[src/rtl/processor_datapath.sv]
// rtl/processor_datapath.sv - datapath: timestep counter, IR, register file, A/G latches, ALU, bus mux
module processor_datapath #(
    parameter int WIDTH = 10,
    parameter int NREGS = 4
) (
    input  logic                     clk,
    input  logic                     rst_n,
    input  logic [WIDTH-1:0]         data,
    input  logic [WIDTH-1:0]         IMM,
    input  logic [1:0]               Rin,
    input  logic [1:0]               Rout,
    input  logic                     ENW,
    input  logic                     ENR,
    input  logic                     Ain,
    input  logic                     Gin,
    input  logic                     Gout,
    input  logic [3:0]               ALUcont,
    input  logic                     Ext,
    input  logic                     IRin,
    input  logic                     Clr,
    output logic [WIDTH-1:0]         IR,
    output logic [1:0]               timestep,
    output logic [WIDTH-1:0]         bus,
    output logic [NREGS*WIDTH-1:0]   regs
);

    localparam logic [3:0] OP_ADD  = 4'b0010;
    localparam logic [3:0] OP_SUB  = 4'b0011;
    localparam logic [3:0] OP_AND  = 4'b0100;
    localparam logic [3:0] OP_OR   = 4'b0101;
    localparam logic [3:0] OP_XOR  = 4'b0110;
    localparam logic [3:0] OP_NAND = 4'b0111;
    localparam logic [3:0] OP_SLL  = 4'b1000;
    localparam logic [3:0] OP_SRL  = 4'b1001;
    localparam logic [3:0] OP_SRA  = 4'b1010;
    localparam logic [3:0] OP_SLT  = 4'b1011;

    logic [1:0]       timestep_q, timestep_d;
    logic [WIDTH-1:0] ir_q, ir_d;
    logic [WIDTH-1:0] a_q, a_d;
    logic [WIDTH-1:0] g_q, g_d;
    logic [WIDTH-1:0] rf_q [NREGS];
    logic [WIDTH-1:0] rf_d [NREGS];
    logic [WIDTH-1:0] alu_result;
    logic [3:0]       shamt;
    logic             shift_out;

    // ALU on the operand latches; shift amounts of WIDTH or more flush the operand
    always_comb begin
        alu_result = '0;
        shamt      = g_q[3:0];
        shift_out  = (shamt >= 4'(WIDTH));
        case (ALUcont)
            OP_ADD:  alu_result = a_q + g_q;
            OP_SUB:  alu_result = a_q - g_q;
            OP_AND:  alu_result = a_q & g_q;
            OP_OR:   alu_result = a_q | g_q;
            OP_XOR:  alu_result = a_q ^ g_q;
            OP_NAND: alu_result = ~(a_q & g_q);
            OP_SLL:  alu_result = shift_out ? '0 : (a_q << shamt);
            OP_SRL:  alu_result = shift_out ? '0 : (a_q >> shamt);
            OP_SRA:  alu_result = shift_out ? {WIDTH{a_q[WIDTH-1]}}
                                            : WIDTH'($signed(a_q) >>> shamt);
            OP_SLT:  alu_result = {{(WIDTH-1){1'b0}}, ($signed(a_q) < $signed(g_q))};
            default: alu_result = '0;
        endcase
    end

    // Shared bus: fixed-priority source select, IMM when no other source strobe is active
    always_comb begin
        if (Ext) begin
            bus = data;
        end else if (ENR) begin
            bus = rf_q[Rout];
        end else if (Gout) begin
            bus = alu_result;
        end else begin
            bus = IMM;
        end
    end

    // Next-state for counter, IR, operand latches and register file; reads see pre-edge values
    always_comb begin
        timestep_d = Clr ? 2'd0 : timestep_q + 2'd1;
        ir_d       = IRin ? bus : ir_q;
        a_d        = Ain ? bus : a_q;
        g_d        = Gin ? bus : g_q;
        for (int i = 0; i < NREGS; i++) begin
            rf_d[i] = rf_q[i];
        end
        if (ENW) begin
            rf_d[Rin] = bus;
        end
    end

    // All storage on the rising edge; reset abandons any instruction in flight
    always_ff @(posedge clk) begin
        if (!rst_n) begin
            timestep_q <= 2'd0;
            ir_q       <= '0;
            a_q        <= '0;
            g_q        <= '0;
            for (int i = 0; i < NREGS; i++) begin
                rf_q[i] <= '0;
            end
        end else begin
            timestep_q <= timestep_d;
            ir_q       <= ir_d;
            a_q        <= a_d;
            g_q        <= g_d;
            for (int i = 0; i < NREGS; i++) begin
                rf_q[i] <= rf_d[i];
            end
        end
    end

    // Flatten the register file for observation as {R3,R2,R1,R0}
    always_comb begin
        regs = '0;
        for (int i = 0; i < NREGS; i++) begin
            regs[i*WIDTH +: WIDTH] = rf_q[i];
        end
    end

    assign IR       = ir_q;
    assign timestep = timestep_q;

endmodule
[config.mk]
export PLATFORM = sky130hd
export DESIGN_NAME = processor_datapath
export DESIGN_NICKNAME = d
export VERILOG_FILES = /design/src/rtl/processor_datapath.sv
export SDC_FILE = /design/constraint.sdc
export NUM_CORES = 1
export LEC_CHECK = 0
export BUFFER_PORTS_ARGS = -buffer_cell sky130_fd_sc_hd__buf_2
export CAP_MARGIN = 10
export CORE_AREA = 3 3 105 132
export DETAILED_ROUTE_END_ITERATION = 6
export DIE_AREA = 0 0 108 135
export PLACE_DENSITY = 0.68
export SETUP_SLACK_MARGIN = 0.3
export SYNTH_ARGS = -nofsm -noshare
export SYNTH_HDL_FRONTEND = slang
export SYNTH_SLANG_ARGS = --single-unit
[constraint.sdc]
create_clock -name clk -period 7.54 [get_ports clk]
set_input_delay 0.754 -clock clk [delete_from_list [all_inputs] [get_ports clk]]
set_output_delay 0.754 -clock clk [all_outputs]
set_load 0.05 [all_outputs]
* Word level (Yosys, flattened, before mapping)
Memory sizes are Yosys's and may differ from the RTL's. Cells that the tools add are included.
Word-level totals: bits in registers 32, memory bits (writable) 40, output and inout bits 62, memories kept 1
Cells by class: $add $sub $neg 3, $lt $le $gt $ge 4, eq/ne operators 10, shift operators 3, mux-type cells 17, bitwise gates (word level) 10, reductions and logical operators 2
Memories:
- rf_q | depth 4, bits a word 10, read ports 5, clocked after memory_dff 0, write ports 4, line 42 | logic [WIDTH-1:0] rf_q [NREGS];
Operators by type and width (count):
- $mux 10 | 11
- $pmux 10 s10 | 1
- $bwmux 40 | 1
- $mux 40 | 1
- $demux 10 s2 | 1
- $eq 4x3->1 const B | 4
- $eq 4x4->1 const B | 4
- $add 10x10->10 | 1
- $and 10x10->10 | 1
- $lt 10x10->1 | 1
- $not 10->10 | 1
- $or 10x10->10 | 1
- $shl 10x4->10 | 1
- $shr 10x4->10 | 1
- $sshr 10x4->10 | 1
- $sub 10x10->10 | 1
- $xor 10x10->10 | 1
- $eq 4x2->1 const B | 2
- $ge 4x4->1 const B | 1
- $or 1x1->1 | 4
- $ge 3x3->1 const B | 1
- $lt 3x1->1 const B | 1
- $not 2->3 | 1
- $add 2x1->2 const B | 1
- other kinds (4) | 5

* Logic depth before layout (Yosys ltp)
depth after elaboration 9, gate-level depth with buffers 10

* Worst setup path before layout
OpenSTA, ideal clock, no wires.
kind register to output, start point reg g_q[1], end point out bus[9], arrival 3650 ps, data required time 6786 ps, path slack 3136 ps, cell stages (with the launch flop) 11, path buffers 2, cells stage by stage dfxtp_1 buf_2 inv_1 clkbuf_1 ha_1 nor2_1 o311ai_0 a211oi_1 o41ai_1 nor4_4 nor3b_1
Between the ends: cells in the longest elaborated chain, start to end 6
Ends and longest elaborated chain:
- start: declaration | line 41 | logic [WIDTH-1:0] g_q, g_d;
- start signal: assignment | line 110 | g_q <= g_d;
- parallel branches: the longest is 2 deep, another holds $sub 10x10->10
- $pmux 10 s10 (*) | line 53 | case (ALUcont)
- $mux 10 (*) | line 75 | end else if (Gout) begin
- $mux 10 (*) | line 73 | end else if (ENR) begin
- $mux 10 (*) | line 71 | if (Ext) begin
- end: declaration | line 23 | output logic [WIDTH-1:0] bus,
Every way passes the cells marked *.

* Worst setup path after layout
start point reg g_q[3], end point out bus[9]
The elaborated chain is that of the path after synthesis.

==> impl_metrics.json <==
{
  "cts.htree.levels": 3,
  "whs_ns": 0.457,
  "grt_pass1_vias": 6233,
  "end_kind": "output pin",
  "finalHoldViolCount": 0,
  "firstDrtPassIters": 5,
  "finalCriticalPeriod_ns": 4.97,
  "drtIter0Drc": 536,
  "cp.required_ns": 6.79,
  "synth_cell_types": 91,
  "finalMaxSlewViolations": 0,
  "yosys.area.top_type_share_pct": 23.5,
  "ys.flop_type": "dfxtp_1",
  "synth-edff-count": 0,
  "synth_area_leaders": "dfxtp_1 (23%), mux4_2 (7.7%), ha_1 (6.5%)",
  "criticalPathCategory": "reg2out",
  "relSlewSlack_pct": 30.7,
  "die_x_um": 108,
  "worstPathArrival_ns": 4.22,
  "hold_class": "reg2reg",
  "p_total_w": 0.00128,
  "synth.avg_cell_area_um2": 8.15,
  "grt_usage_pct": 30.5,
  "power.density_nw_per_um2": 184,
  "boundaryPins": 100,
  "syn_inst": 754,
  "yosys_warnings": 0,
  "post_cts_resized": 0,
  "cts.clk_slew.worst_paths_ns": 0.06,
  "ys_seq_elements": 72,
  "yosysTopAreaCell": "dfxtp_1",
  "yosysSeqAreaShare_pct": 23.5,
  "max_freq_ghz": 0.201,
  "clockBufferDepth": 2,
  "start_util_pct": 48.3,
  "cts.sinks": 72,
  "start_kind": "register",
  "dieArea_um2": 14600,
  "clock_latency_ns": 0.33,
  "rsz0062_at_grt": "false",
  "rows": 46,
  "grt_first_pass_wirelength_mm": 34.9,
  "via_per_inst": 6.59,
  "post_cts_buffers": 0,
  "ant_nets": 0,
  "grt_remaining_overflow": 0,
  "fin_worst_skew_ns": 0.00617,
  "cts_buffers": 9,
  "post-route-period-util_pct": 65.9,
  "dp_hpwl_mm": 16.5,
  "finalSetupViolCount": 0,
  "place.gp.congestion": 1.01,
  "die_h_um": 135,
  "outcome": "completed",
  "area_delta_synth_final_pct": 13.0,
  "layout-drive-gt1-share_pct": 21.1,
  "cts_hold_buf": 0,
  "grt_max_degree": 103,
  "antenna_found_initial": 0,
  "synth_area_um2": 6140,
  "diodes": 0,
  "leakage_nw": 2.71,
  "vias": 6475,
  "n_fill_cell": 1184,
  "fin_nets": 882,
  "core_area_um2": 12700,
  "synth_fp_nets": 826,
  "drcViolationCount": 0,
  "routedWlPerCell_um": 22.8,
  "tns_ns": 0,
  "peakVddDrop_v": 0.000163,
  "maxCapViolations": 0,
  "tritoncts": "yes",
  "synthArstFlopShare_pct": 0,
  "worstMarginPinSlew_ns": 1.02,
  "drt_wl_total_mm": 22.4,
  "cp_max_fo": 20,
  "cts-root-buf": "clkbuf_16",
  "io_buffer_count": 99
}
[layout make-up]
type | count | area (um^2) | share of cell area, %
tap | 168 | 210 | 3.03
timing repair buffer | 104 | 533 | 7.68
clock buffer | 10 | 239 | 3.44
clock inverter | 6 | 82.6 | 1.19
sequential | 72 | 1440 | 20.8
inverter | 34 | 128 | 1.84
multi-input combinational | 589 | 4310 | 62.1
[routing by layer]
layer	wire, um	track usage [%]	vias up	share of wire (%)
met3	1810	5.36	64	8.0
met5	0	0	-	0
met2	10900	51.7	350	49
met4	887	13.1	0	4.0
met1	8850	38.0	3091	39
li1	-	-	2970	-
[metrics by stage]
step	setup slack, ns	cells	utilization, %	instance area [um^2]
3_5_place_dp	3.10	967	52.0	6620
6_report	2.57	983	54.6	6940
4_1_cts	2.70	983	54.6	6940
2_1_floorplan	3.14	754	-	6140
3_3_place_gp	3.28	967	52.0	6620
5_1_grt	2.37	983	54.6	6940
[Yosys cell counts, drive strengths merged (9+ instances only)]
cell type / instances
nand3: 52
nor3b: 9
a211oi: 16
ha: 32
o21ai: 75
mux4: 21
inv: 33
buf: 24
nor2: 49
nor3: 13
dfxtp: 72
o31ai: 18
a21oi: 28
a31oi: 25
nand2: 56
nor2b: 14
nand3b: 18
mux2i: 20
clkbuf: 35
[path summary, 6_finish.rpt]
kind	start	endpoint	slack [ns]	depth (start not counted)
worst max register to register	g_q[3]	rf_q[3][9]	3.72	8
worst max-delay path	g_q[3]	bus[9]	2.57	9
worst min register to register	timestep[0]	timestep[0]	0.46	1
worst min-delay path	timestep[0]	timestep[0]	0.46	1
[cell usage in the layout (no fill, tap or decap), types with 4 or more instances in the layout]
cell,n
ha_1,32
nor3b_1,6
a31oi_1,25
o21a_1,4
and3_1,4
mux2i_1,20
a211o_1,4
nor2_1,48
nor3_1,12
nor4_1,4
a311oi_1,6
nand2b_1,7
or2_2,5
inv_1,32
nand3_1,51
or3_1,4
a41oi_1,4
nor2b_1,14
a211oi_1,16
a2111oi_0,4
clkbuf_16,9
o21bai_1,6
o31ai_1,16
a221o_1,6
nand2_1,56
or3b_2,4
o21ai_1,29
nand3b_1,18
a21oi_1,28
dfxtp_1,72
o211ai_1,7
o21ai_0,45
nand4_1,5
a21o_1,4
mux4_2,21
buf_4,5
buf_2,99
a21boi_1,4
[kinds of logic (layout without fill, tap and decap cells)]
group / after synthesis / count (layout) / share of synthesized area (%)
multiplexers: 44 / 44 / 11.5
flip-flops: 72 / 72 / 23.5
AND/OR/NAND/NOR: 265 / 265 / 23.9
XOR/XNOR: 3 / 3 / 0.428
AO/OA/AOI/OAI: 243 / 243 / 27.0
buffers and inverters: 93 / 154 / 6.48
adder cells (fa/ha/maj): 34 / 34 / 7.17
[power by group]
part | switching, W | leakage, nW | internal [W] | total, W
Combinational | 0.000261 | 1.96 | 0.000124 | 0.000385
Sequential | 0.0000273 | 0.588 | 0.000400 | 0.000428
Clock | 0.000165 | 0.158 | 0.000297 | 0.000462
Total | 0.000454 | 2.71 | 0.000821 | 0.00128
[critical path, cell delays in order (launching register included)]
cell	delay, ns
dfxtp_1	0.74
clkinv_1	0.51
ha_1	0.55
o21ai_0	0.18
o21ai_0	0.47
a31oi_1	0.17
a311o_1	0.36
nor3_2	0.52
nor3b_1	0.13
buf_2	0.24
[state kept, by name, indices dropped and copies added, names as in the netlist]
register  count
rf_q         40
g_q          10
IR           10
a_q          10
timestep      2
No activity file was read; power rests on OpenSTA's default activity.
